==> config.mk <==
export PLATFORM = sky130hd
export DESIGN_NAME = keypad_event_decoder
export DESIGN_NICKNAME = d
export VERILOG_FILES = /design/src/rtl/keypad_event_decoder.sv
export SDC_FILE = /design/constraint.sdc
export NUM_CORES = 1
export LEC_CHECK = 0
export BUFFER_PORTS_ARGS = -buffer_cell sky130_fd_sc_hd__buf_2
export CORE_MARGIN = 1.5
export CORE_UTILIZATION = 45
export DETAILED_ROUTE_END_ITERATION = 8
export GPL_ROUTABILITY_DRIVEN = 0
export PLACE_DENSITY = 0.71
export REMOVE_ABC_BUFFERS = 1
export SLEW_MARGIN = 30
export SYNTH_ARGS = -nofsm -noshare
export SYNTH_HDL_FRONTEND = slang
export SYNTH_SLANG_ARGS = --single-unit
==> constraint.sdc <==
create_clock -name clk -period 2.7 [get_ports clk]
set_clock_uncertainty 0.05 [all_clocks]
set_input_delay 0.135 -clock clk [delete_from_list [all_inputs] [get_ports clk]]
set_output_delay 0.135 -clock clk [all_outputs]
set_load 0.01 [all_outputs]
==> src/rtl/keypad_event_decoder.sv <==
// keypad_event_decoder: debounces the active-low keypad bitmap and queues
// per-key press/release events behind a valid/ready FIFO.
module keypad_event_decoder #(
    parameter int DEBOUNCE_CYCLES = 20,
    parameter int FIFO_DEPTH = 4
) (
    input  logic        clk,
    input  logic        reset,
    input  logic [15:0] keycode,
    output logic        ev_valid,
    input  logic        ev_ready,
    output logic [3:0]  ev_key,
    output logic        ev_release,
    output logic [15:0] pressed,
    output logic        overflow,
    input  logic        clr_overflow
);
    localparam int AW = $clog2(FIFO_DEPTH);
    localparam logic [7:0] DB = 8'(DEBOUNCE_CYCLES);
    localparam logic [AW:0] DEPTH = (AW+1)'(FIFO_DEPTH);

    logic [15:0] s, smp, pending, diff, emit_mask;
    logic [7:0] cnt;
    logic upd, pop, push;
    logic [3:0] k;
    logic [4:0] mem [FIFO_DEPTH];
    logic [AW-1:0] rd_ptr, wr_ptr;
    logic [AW:0] count;

    // smp is the key-indexed, active-high view; k is the lowest pending key
    always_comb begin
        smp = '0;
        k = '0;
        for (int i = 0; i < 16; i++) smp[i] = ~keycode[15-i];
        for (int i = 15; i >= 0; i--) if (pending[i]) k = 4'(i);
    end

    assign upd = smp == s && cnt == DB - 8'd1;
    assign diff = upd ? pressed ^ s : '0;
    assign pop = ev_valid & ev_ready;
    assign push = |pending && (count < DEPTH || pop);
    assign emit_mask = push ? 16'(1) << k : '0;
    assign ev_valid = count != '0;
    assign {ev_release, ev_key} = ev_valid ? mem[rd_ptr] : '0;

    always_ff @(posedge clk or negedge reset) begin
        if (!reset) begin
            s <= '0;
            cnt <= '0;
            pressed <= '0;
            pending <= '0;
            overflow <= 1'b0;
            rd_ptr <= '0;
            wr_ptr <= '0;
            count <= '0;
        end else begin
            s <= smp;
            cnt <= smp != s ? '0 : cnt != DB ? cnt + 8'd1 : cnt;
            if (upd) pressed <= s;
            // an edge landing on a still-queued opposite edge cancels both
            pending <= (pending & ~emit_mask) ^ diff;
            overflow <= |(pending & ~emit_mask & diff) | (overflow & ~clr_overflow);
            if (push) wr_ptr <= wr_ptr + AW'(1);
            if (pop) rd_ptr <= rd_ptr + AW'(1);
            count <= count + (AW+1)'(push) - (AW+1)'(pop);
        end
    end

    always_ff @(posedge clk) begin
        if (push) mem[wr_ptr] <= {~pressed[k], k};
    end
endmodule

# Word level (Yosys, flattened, before mapping)
# Memories as Yosys holds them, arrays and structs flattened.
# Index checks and enable logic that the tools add are counted.
dict set report word_totals {
  regBits 64
  mem_bits_rw 20
  inputBits 20
  output_inout_bits 23
  elab_cells 79
  mem_count 1
}
# memory depth width rd rd_clocked_by_memory_dff wr line
set memory_table {}
lappend memory_table {mem 4 5 1 0 1 26} ;# logic [4:0] mem [FIFO_DEPTH];
dict set report op_classes {
  n_addsub 5
  order_cmp 2
  n_eq_ne 4
  n_shift 1
  muxes 25
  bitwise 26
  reduce_logical 7
}
# operator n
set op_table {}
lappend op_table {{4-bit 2-to-1 mux} 16}
lappend op_table {{16-bit AND} 2}
lappend op_table {{16-bit 2-to-1 mux} 2}
lappend op_table {{16-bit OR reduction} 2}
lappend op_table {{16-bit bitwise XOR} 2}
lappend op_table {{1-bit inverter} 18}
lappend op_table {{16-bit == test} 1}
lappend op_table {{8-bit 2-to-1 mux} 2}
lappend op_table {{16-bit != test} 1}
lappend op_table {{16-bit inverter} 1}
lappend op_table {{1-bit by 4-bit left shift with 16-bit output, first input constant} 1}
lappend op_table {{8-bit by 1-bit adder with 8-bit output, second input constant} 1}
lappend op_table {{8-bit by 5-bit == test with 1-bit output, second input constant} 1}
lappend op_table {{8-bit by 5-bit != test with 1-bit output, second input constant} 1}
lappend op_table {{4-bit by 5-bit less-than comparator with 1-bit output, second input constant} 1}
lappend op_table {{5-bit 2-to-1 mux} 1}
lappend op_table {{2-bit by 1-bit adder with 2-bit output, second input constant} 2}
lappend op_table {{1-bit binary-select mux with 4-bit select} 1}
lappend op_table {{3-bit by 1-bit adder with 3-bit output} 1}
lappend op_table {{3-bit less-than comparator, second input constant} 1}
lappend op_table {{1-bit 2-to-1 mux} 3}
lappend op_table {{3-bit nonzero test} 1}
lappend op_table {{3-bit by 1-bit subtractor with 3-bit output} 1}
lappend op_table {{1-bit AND} 2}
lappend op_table {{other kinds (4)} 5}

# Logic depth before layout (Yosys ltp)
# Gate-level depths: netlist of the first run.
dict set report depth {
  word_depth 23
  mapped_depth 12
  ltp_nobuf 11
}

# Worst setup path before layout of the first run
# Ideal clock, no wire load.
dict set report synth_path {
  kind {register to register}
  startpoint {reg pending[1]}
  endpoint {reg overflow}
  setup_time_ps 135
  arrival_time_ps 2375
  required_time_ps 2515
  slack_ps 139
  stages_incl_launch_ff 11
  path_buffers 2
  period_less_slack_ps 2561
  cell_sequence {dfrtp_1 > or4_4 > nor3_2 > a21oi_1 > buf_6 > clkbuf_1 > o31a_1 > ha_1 > nor4_1 > and3_1 > nand3_1}
}
dict set report synth_between {
  elab_chain_cells 9
  word_cells_on_any_way 11
  cone_classes {shift: 1; mux: 3; bitwise: 4; reduce/logical: 3}
}
# item line
set synth_lines {}
lappend synth_lines {{start: declaration} 22} ;# logic [15:0] s, smp, pending, diff, emit_mask;
lappend synth_lines {{start signal: assignment} 61} ;# pending <= (pending & ~emit_mask) ^ diff;
lappend synth_lines {{4-bit 2-to-1 mux (2 in series)} 35} ;# for (int i = 15; i >= 0; i--) if (pending[i]) k = 4'(i);
lappend synth_lines {{1-bit by 4-bit left shift with 16-bit output} 42} ;# assign emit_mask = push ? 16'(1) << k : '0;
lappend synth_lines {{16-bit 2-to-1 mux} 42}
lappend synth_lines {{16-bit inverter} 62} ;# overflow <= |(pending & ~emit_mask & diff) | (overflow & ~clr_overflow);
lappend synth_lines {{16-bit AND * (2 in series)} 62}
lappend synth_lines {{16-bit OR reduction *} 62}
lappend synth_lines {{1-bit bitwise OR *} 62}
lappend synth_lines {{end signal: assignment} 62}
lappend synth_lines {{end: declaration} 15} ;# output logic overflow,
# Every way passes the cells marked *; elsewhere a longest branch is shown, timed or not.
# A chain may end at the register's enable or synchronous reset.

# Worst setup path after layout of the first run
# Same ends and word-level chain as after synthesis.

==> results of run 1 <==
[metrics by stage]
| step | instance area [um2] | utilization | total power, W |
|---|---|---|---|
| 2_1_floorplan | 4258 | - | 0.001841 |
| 3_3_place_gp | 4790 | 0.5159 | 0.001999 |
| 3_5_place_dp | 4790 | 0.5159 | 0.002032 |
| 4_1_cts | 5165 | 0.5563 | 0.002977 |
| 5_1_grt | 5248 | 0.5652 | 0.003113 |
| 6_report | 5248 | 0.5652 | 0.002953 |
[final cells by class]
class | count | share of cell area
well taps | 129 | 0.03076
clock buffers | 9 | 0.02361
clock inverters | 7 | 0.01550
inverters | 29 | 0.02074
multi-input cells | 241 | 0.3858
repair buffers | 79 | 0.1035
flip-flops and latches | 84 | 0.4201
[power breakdown]
| part | total, W | internal, W | switching, W |
|---|---|---|---|
| registers | 0.00148 | 0.00138 | 0.000101 |
| logic | 0.000541 | 0.000293 | 0.000248 |
| clock network | 0.000931 | 0.000442 | 0.000489 |
| total | 0.00295 | 0.00211 | 0.000839 |
[worst max-delay path by stage]
stage	from	end	slack, ns
after CTS	pending[1]	overflow	0.08
after floorplan	s[11]	overflow	-0.42
after detailed placement	pending[5]	overflow	0.10
final	pending[1]	overflow	0.09
after global placement	s[1]	overflow	0.12
after global routing	pending[5]	overflow	0.008
[worst max-delay path, stage by stage (launching register included)]
cell and delay [ns]:
dfrtp_1 0.39, or4_4 0.55, o32ai_1 0.17, a21oi_2 0.12, buf_4 0.20, o31a_1 0.28
ha_1 0.20, nor4_1 0.24, and3_1 0.19, nand3_1 0.09
[synth_stat cells (all sizes together), types with 4 or more instances]
cell type  instances  share of area
xnor2             38          0.077
nand3              8         0.0092
mux2              20          0.063
inv               29          0.025
dfrtp             64           0.37
xor2               5          0.010
and3               4         0.0058
and2              12          0.017
mux4               5          0.026
o31a               6          0.012
a211oi             4         0.0069
nor2              40          0.035
nand2             11         0.0095
edfxtp            20           0.14
o21a               6          0.010
a21oi              6         0.0069
nand2b             5         0.0072
ha                24          0.069
nor3               5         0.0069
clkbuf             4         0.0035
o21ai              4         0.0046
nor4              12          0.017
buf                6          0.016
[sequential cells by signal, indices dropped and copies added (netlist names)]
signal and cells:
mem 20, pressed 16, count 3, wr_ptr 2
overflow 1, pending 16, cnt 8, s 16
rd_ptr 2
[layout by cell type, fill, tap and decap left out, drive strengths merged, types with 4 or more instances in the layout]
cell type | netlist | routed
a211oi | 4 | 4
a21oi | 6 | 6
and2 | 12 | 12
and3 | 4 | 4
buf | 6 | 62
clkbuf | 4 | 9
dfrtp | 64 | 64
dlygate4sd3 | 0 | 17
edfxtp | 20 | 20
ha | 24 | 24
inv | 29 | 33
mux2 | 20 | 20
mux4 | 5 | 5
nand2 | 11 | 11
nand2b | 5 | 5
nand3 | 8 | 8
nor2 | 40 | 40
nor3 | 5 | 5
nor4 | 12 | 12
o21a | 6 | 6
o21ai | 4 | 4
o31a | 6 | 6
xnor2 | 38 | 38
xor2 | 5 | 5
[routing by layer]
layer	vias up	GRT usage	routed length, um
met4	0	0.08761	253
met2	67	0.3304	4555
met3	20	0.03244	286
met5	-	0	0
li1	1425	-	-
met1	1526	0.2429	3918
[what timing repair did]
action,CTS,global route
endpoints found under the hold margin,80,0
gates resized for setup,0,15
setup buffers,0,1
hold buffers,17,0
endpoints found under the setup margin,0,6
[kinds of logic after synthesis]
logic type	count (synthesis)	share of synthesized area
multiplexers	26	0.09136
XOR/XNOR	43	0.08674
AO/OA/AOI/OAI	40	0.06859
flip-flops	84	0.5072
buffers and inverters	39	0.04438
AND/OR/NAND/NOR	107	0.1280
adder cells (fa/ha/maj)	25	0.07378
==> results_dict.tcl, run 1 <==
set metrics [dict create \
    worst-r2r-cell-count 9 \
    ys_types 50 \
    die_h_um 101.2 \
    drive_above_1_share 0.2695 \
    cp.arrival_ns 2.80 \
    cts_made_buffers 9 \
    antenna_found_initial 0 \
    num_antenna_cells 0 \
    synth_cells 364 \
    areaGrowthSynthToFinish_pct 20.86 \
    insertion_delay_ns 0.37 \
    nets 489 \
    syn_area_mm2 0.004342 \
    setup_viol 0 \
    synth-edff-count 20 \
    grt_max_degree 44 \
    r2r_slack_ns 0.09 \
    final_hold_viol_count 0 \
    rsz0062_at_grt "false" \
    drv_cap 0 \
    ys.flop_type "dfrtp_1" \
    grt_usage 0.1938 \
    grt_pass1_wl_um 15160 \
    min_period_ns 2.608 \
    multiInputGateArea_mm2 0.002024 \
    wl_um 9014 \
    final_cells 578 \
    pre_cts_ws_ns 0.1006 \
    post-route-drc-count 0 \
    die_width_um 101.2 \
    grt-ovfl-total 0 \
    maxSlewHeadroom 0.5596 \
    htreeDepth 3 \
    worst_slew_pin_slew_ns 0.6575 \
    hold_path.class "in2reg" \
    dpl.cell_count 544 \
    synth_warnings 0 \
    seq_area_mm2 0.002205 \
    worstHoldEndpoint "overflow" \
    hold_start "clr_overflow" \
    via_count 3038 \
    clkSinkCount 84 \
    slew_violations 0 \
    end_kind "flip-flop" \
    routedWlPerCell_um 15.60 \
    ios 43 \
    initial_utilization 0.4677 \
    clockBufferDepth 2 \
    worst_ep_required_time_ns 2.89 \
    finalSetupTns_ns 0 \
    whs_path_depth 3 \
    async_flop_share 0.7619 \
    cts_tree "done" \
    filler_cell_count 830 \
    fin_crit_sh 0.9661 \
    layout_setup_ws_ns 0.09162 \
    drt_pass1_iterations 4 \
    fmax_mhz 383.4 \
    ys_seq_elements 84 \
    ys_seq_area_frac 0.5072 \
    status "finished, final reports clean" \
    grt_pass1_vias 3099 \
    p_leak_nw 2.498 \
    path_clk_slew_ns 0.09 \
    vias_per_cell 5.256 \
    row_count 35 \
    cts_root_buf "clkbuf_8" \
    worstSetupStartpointType "flip-flop" \
    die_area_mm2 0.01025 \
    holdWs_ns 0.06356 \
    r2r_start "pending[1]" \
    antenna_left 0 \
    hpwl_um 6677 \
    reg2reg_to "overflow" \
    peakVddDrop_mv 0.3345 \
    critical_path_class "reg2reg" \
    power.density_mw_per_mm2 562.8 \
    core_mm2 0.009284 \
    drtIter0Drc 204 \
    crit_fanout 13 \
    io_buffers 42 \
    avgSynthCellArea_um2 11.93 \
]
(Power assumes the default switching activity.)
==> inputs of run 2 (changes only) <==
--- a/config.mk
+++ b/config.mk
@@ -5,6 +5,7 @@
 export SDC_FILE = /design/constraint.sdc
 export NUM_CORES = 1
 export LEC_CHECK = 0
+export ABC_AREA = 1
 export BUFFER_PORTS_ARGS = -buffer_cell sky130_fd_sc_hd__buf_2
 export CORE_MARGIN = 1.5
 export CORE_UTILIZATION = 45
==> run 2 against run 1 <==
The run now ends with setup timing left. Hold slack lost 0.0084 ns. Total power up 120%. Cell area is 4.7% higher. Fmax shrank 4.0%. Via count is 20% higher. Critical endpoint unchanged. Largest cell class unchanged.
==> results_dict.tcl, run 2 <==
set metrics [dict create \
    setup_viol 1 \
    combPwrFrac 0.580 \
    insertion_delay_ns 0.35 \
    via_count 3654 \
    crit_family "simple AND/OR/NAND/NOR gates" \
    initial_utilization 0.4592 \
    grt_usage 0.1990 \
    io_buffers 42 \
    rsz0062_at_grt "true" \
    internal-power_w 0.003863 \
    drtIter0Drc 237 \
    die_h_um 102.4 \
    power.density_mw_per_mm2 1196 \
    clockBufferDepth 2 \
    core_mm2 0.009684 \
    avgSynthCellArea_um2 8.823 \
    yosys.cell_count.top_type "inv_1" \
    r2r_slack_ns -0.02 \
    drt_pass1_iterations 5 \
    crit_chain "inv_1 -> nand2_1 -> nand2_1 -> nand2_1 -> nand2_1 -> nand2_1 -> nand2_1 -> nand2_1 -> nand2_1 -> nand2_1 -> nand2_1 -> nand2_1 -> nand2_2 -> nand2_4 -> nand2_4 -> nand2_4 -> inv_4 -> nand2_2 -> nor2_4 -> a21oi_2 -> ha_2 -> or4_4 -> a21oi_2 -> nand4_1" \
    ys_types 36 \
    row_count 36 \
    largest_reg_flops 20 \
    synth_cells 504 \
    hpwl_um 7138 \
    num_antenna_cells 0 \
    p_leak_nw 2.791 \
    cts_tree "done" \
    cp_common_cell "nand2_1" \
    pre_cts_ws_ns -0.1423 \
    grt_max_degree 49 \
    cpPeakStageDelay_ns 0.52 \
    mostFrequentLayoutCells "94 x inv_1, 77 x nand2_1, 64 x dfrtp_1, 53 x nor2_1, 42 x buf_2" \
    die_area_mm2 0.01049 \
    ys_seq_area_frac 0.4952 \
    ys.flop_type "dfrtp_1" \
    power.total_w 0.006569 \
    filler_cell_count 840 \
    antenna_left 0 \
    worst_ep_required_time_ns 2.87 \
    grt-ovfl-total 0 \
    synth.largest_area_cell "dfrtp_1" \
    ios 43 \
    synth_top_area_frac 0.3602 \
    antenna_found_initial 0 \
    hold_path.class "in2reg" \
    maxSlewHeadroom 0.5232 \
    p_sw_frac 0.4120 \
    layout_setup_ws_ns -0.01757 \
    sequentialPowerShare 0.289 \
    post-route-drc-count 0 \
    layout_commonest_cell "inv_1" \
    cts_root_buf "clkbuf_8" \
    ys_seq_elements 84 \
    drive_above_1_share 0.2348 \
    htreeDepth 3 \
    async_flop_share 0.7619 \
    final_hold_viol_count 0 \
    peakVddDrop_mv 0.7164 \
    areaGrowthSynthToFinish_pct 23.55 \
    power.switching_w 0.002706 \
    cp.arrival_ns 2.89 \
    wl_um 9883 \
    critical_path_class "reg2reg" \
    largest_register "mem" \
    synth_warnings 0 \
    grt_pass1_vias 3518 \
    min_period_ns 2.718 \
    vias_per_cell 4.925 \
    path_buf_inv 2 \
    synth-edff-count 20 \
    violations "setup timing" \
    cts_made_buffers 9 \
    critPathLaunch "pending[14]" \
    r2r_start "pending[14]" \
    status "complete, but fails checks" \
    routedWlPerCell_um 13.32 \
    cp_slowest_cell "or4_4" \
    end_kind "flip-flop" \
    clkSinkCount 84 \
    grt_pass1_wl_um 15840 \
    syn_area_mm2 0.004447 \
    fin_crit_sh 1.007 \
    power.share.clock 0.131 \
    nets 649 \
    drv_cap 0 \
    crit_fanout 3 \
    die_width_um 102.4 \
    ys_top_cells_by_count "96 x inv_1, 82 x nand2_1, 64 x dfrtp_1" \
    worstSetupStartpointType "flip-flop" \
    netlist_top_cells_area "dfrtp_1 36%, edfxtp_1 14%, inv_1 8.1%, nand2_1 6.9%, ha_1 6.8%" \
    hold_start "clr_overflow" \
    slew_violations 0 \
    worst_slew_pin_slew_ns 0.7152 \
    path_clk_slew_ns 0.08 \
    fmax_mhz 368.0 \
]
==> run 2: cell count changes after synthesis, moves of 10 or more <==
cell,delta
and2_1,-12
nand3_1,+11
nand2_1,+71
nor2_1,+14
inv_1,+67
a21oi_2,+14
a21oi_1,+13
mux2_4,-13
nand4_1,+10
xnor2_1,-30
o21ai_0,+28
==> run 2: layout make-up <==
cell class	instances	area (um2)	area share
clock buffers	11	131.4	0.02391
clock inverters	5	52.55	0.009565
inverters	103	389.1	0.07083
multi-input cells	309	1871	0.3405
flip-flops and latches	84	2202	0.4008
well taps	133	166.4	0.03029
repair buffers	97	681.9	0.1241
==> run 2: logic make-up after synthesis <==
group	after synthesis	synth area share
XOR/XNOR	20	0.03939
AO/OA/AOI/OAI	78	0.1097
AND/OR/NAND/NOR	186	0.1846
buffers and inverters	111	0.09904
adder cells (fa/ha/maj)	25	0.07203
flip-flops	84	0.4952
==> run 2: final timing paths <==
| path | to | cells past startpoint |
|---|---|---|
| min reg2reg | pressed[4] | 2 |
| max in group asynchronous | pressed[0] | 3 |
| max | overflow | 24 |
| min | overflow | 4 |
| max reg2reg | overflow | 24 |
| min in group asynchronous | cnt[7] | 2 |
==> run 2: repair_timing <==
| item | CTS | global route |
|---|---|---|
| hold endpoints to repair | 46 | 0 |
| setup endpoints to repair | 1 | 5 |
| pin swaps | 8 | 16 |
| buffers inserted | 12 | 7 |
| gates resized for setup | 3 | 22 |
| hold buffers | 17 | 0 |
==> run 2: routing by layer <==
metal / GRT usage / up-vias / part of all wire
li1: - / 1800 / -
met1: 0.2457 / 1728 / 0.43
met2: 0.3413 / 101 / 0.49
met3: 0.03899 / 25 / 0.047
met4: 0.08325 / 0 / 0.036
met5: 0 / - / 0
==> run 2: metrics by stage <==
step                hold WS, ns  std cells  area, um2  setup TNS (ns)    util
floorplan               -0.2106        496       4393               0       -
global placement         0.1643        692       4940               0  0.5101
detailed placement       0.1727        692       4940         -0.1423  0.5101
CTS                     0.04906        737       5386        -0.09005  0.5562
global route            0.07484        742       5494         -0.2035  0.5673
finish                  0.05516        742       5494        -0.01757  0.5673
==> run 2: power groups by stage <==
stage	Combinational [W]	Clock (W)	Sequential, W
final	0.00381	0.000860	0.00190
after global routing	0.00415	0.000934	0.00193
after CTS	0.00333	0.000885	0.00190
after detailed placement	0.00287	0	0.00192
after global placement	0.00277	0	0.00192
after floorplan	0.00180	0	0.00189
==> run 2: worst min-delay path, cell delays in order <==
cell     delay, ns
buf_2         0.10
inv_1         0.07
a21oi_2       0.06
nand4_1       0.05
==> inputs of run 3 (changes only) <==
--- a/config.mk
+++ b/config.mk
@@ -11,6 +11,7 @@
 export CORE_UTILIZATION = 45
 export DETAILED_ROUTE_END_ITERATION = 8
 export GPL_ROUTABILITY_DRIVEN = 0
+export GPL_TIMING_DRIVEN = 0
 export PLACE_DENSITY = 0.71
 export REMOVE_ABC_BUFFERS = 1
 export SLEW_MARGIN = 30
==> run 3 against run 2 <==
The flow still finishes with violations (setup timing). Clock power decreased by 7.3%. Final cell count decreased by 3.1%. Die area unchanged. Critical path type unchanged. Highest routed layer unchanged. Non-clock buffer count decreased by 24. Sequential share of layout area increased by 1.1 points.
==> results_dict.tcl, run 3 (same netlist as run 2, synthesis figures left out) <==
set metrics [dict create \
    status "complete, but fails checks" \
    violations "setup timing" \
    final_area_mm2 0.005353 \
    routedWlPerCell_um 13.83 \
    layout_setup_ws_ns -0.09334 \
    rsz0062_at_grt "true" \
    die_width_um 102.4 \
    drtIter0Drc 214 \
    antenna_found_initial 0 \
    mostFrequentLayoutCells "94 x inv_1, 79 x nand2_1, 64 x dfrtp_1, 51 x nor2_1, 41 x buf_2" \
    grt_usage 0.2010 \
    insertion_delay_ns 0.36 \
    path_clk_slew_ns 0.08 \
    post-route-drc-count 0 \
    grt_pass1_wl_um 16040 \
    hold_path.class "in2reg" \
    crit_fanout 3 \
    ios 43 \
    critical_path_class "reg2reg" \
    layout_commonest_cell "inv_1" \
    fmax_mhz 358.0 \
    areaGrowthSynthToFinish_pct 20.37 \
    setup_viol 1 \
    clkSinkCount 84 \
    largest_reg_flops 20 \
    core_mm2 0.009684 \
    nets 626 \
    die_h_um 102.4 \
    via_count 3579 \
    final_core_util 0.5527 \
    cts_tree "done" \
    grt-ovfl-total 0 \
    clockBufferDepth 2 \
    largest_register "mem" \
    grt_max_degree 49 \
    die_area_mm2 0.01049 \
    power.total_w 0.006024 \
    drive_above_1_share 0.2082 \
    peakVddDrop_mv 0.5949 \
    cp.arrival_ns 2.96 \
    fin_crit_sh 1.035 \
    vias_per_cell 4.978 \
    cts_root_buf "clkbuf_8" \
    final_hold_viol_count 0 \
    p_leak_nw 2.690 \
    maxSlewHeadroom 0.5740 \
    drv_cap 0 \
    end_kind "flip-flop" \
    row_count 36 \
    num_antenna_cells 0 \
    wl_um 9945 \
    worst_slew_pin_slew_ns 0.6337 \
    drt_pass1_iterations 5 \
    grt_pass1_vias 3447 \
    cts_made_buffers 9 \
    worstSetupStartpointType "flip-flop" \
    slew_violations 0 \
    antenna_left 0 \
    power.density_mw_per_mm2 1125 \
    worst_ep_required_time_ns 2.87 \
    initial_utilization 0.4592 \
    htreeDepth 3 \
    min_period_ns 2.793 \
    io_buffers 42 \
    place_area_mm2 0.004800 \
    hpwl_um 6897 \
]
==> run 3: final timing paths <==
| path | slack (ns) | start | cells after the start | to |
|---|---|---|---|---|
| setup / recovery | -0.09 | pending[13] | 24 | overflow |
| hold / removal | 0.03 | clr_overflow | 4 | overflow |
| setup reg to reg | -0.09 | pending[13] | 24 | overflow |
| hold reg to reg | 0.45 | overflow | 2 | overflow |
| max in group asynchronous | 1.95 | reset | 3 | pending[15] |
| min in group asynchronous | 0.14 | reset | 2 | cnt[1] |
==> run 3: critical path, stage by stage (launching register included) <==
cell and delay (ns):
dfrtp_1 0.40, inv_2 0.07, nand2_1 0.05, nand2_1 0.05, nand2_1 0.05, nand2_1 0.05
nand2_1 0.05, nand2_1 0.06, nand2_1 0.05, nand2_1 0.06, nand2_1 0.07, nand2_1 0.08
nand2_2 0.08, nand2_4 0.09, nand2_4 0.06, nand2_4 0.08, inv_4 0.05, nor2_4 0.09
nand2_2 0.07, buf_4 0.14, o21ai_0 0.19, inv_1 0.08, ha_1 0.24, nor4_4 0.31
nand4_1 0.13
==> run 3: report_power, final <==
part | switching, W | internal [W] | total [W] | leakage, nW
clock | 0.000441 | 0.000357 | 0.000797 | 0.0824
sequential | 0.000158 | 0.00175 | 0.00191 | 1.02
combinational | 0.00206 | 0.00126 | 0.00332 | 1.58
total | 0.00266 | 0.00337 | 0.00602 | 2.69
==> run 3: repair_timing <==
item,CTS,global route
gates resized for setup,24,4
hold buffers,17,0
cloned,1,0
endpoints found under the hold margin,80,0
setup endpoints to repair,33,1
pin swaps,9,0
buffers inserted,13,0
==> run 3: cell type report <==
class | instances | area [um2]
inverter | 103 | 389.1
tap | 133 | 166.4
multi-input combinational | 310 | 1917
fill | 863 | 4332
clock buffer | 12 | 145.1
timing repair buffer | 73 | 508.0
sequential | 84 | 2202
clock inverter | 4 | 25.02
==> run 3: per-layer routing <==
layer | vias up | share of wire | global-route usage
met3 | 24 | 0.042 | 0.05062
li1 | 1767 | - | -
met1 | 1682 | 0.43 | 0.2407
met2 | 106 | 0.50 | 0.3561
met4 | 0 | 0.023 | 0.06112
met5 | - | 0 | 0
==> run 3: per-stage QoR <==
step	hold slack, ns	setup slack [ns]	cells	TNS (ns)
final	0.03398	-0.09334	719	-0.09334
after global placement	0.2485	-0.3805	671	-4.447
after global routing	0.06083	-0.2625	719	-0.2625
after CTS	0.04124	-0.03461	719	-0.03461
after floorplan	-0.2106	0.08823	496	0
after detailed placement	-0.02103	-0.4226	672	-6.023
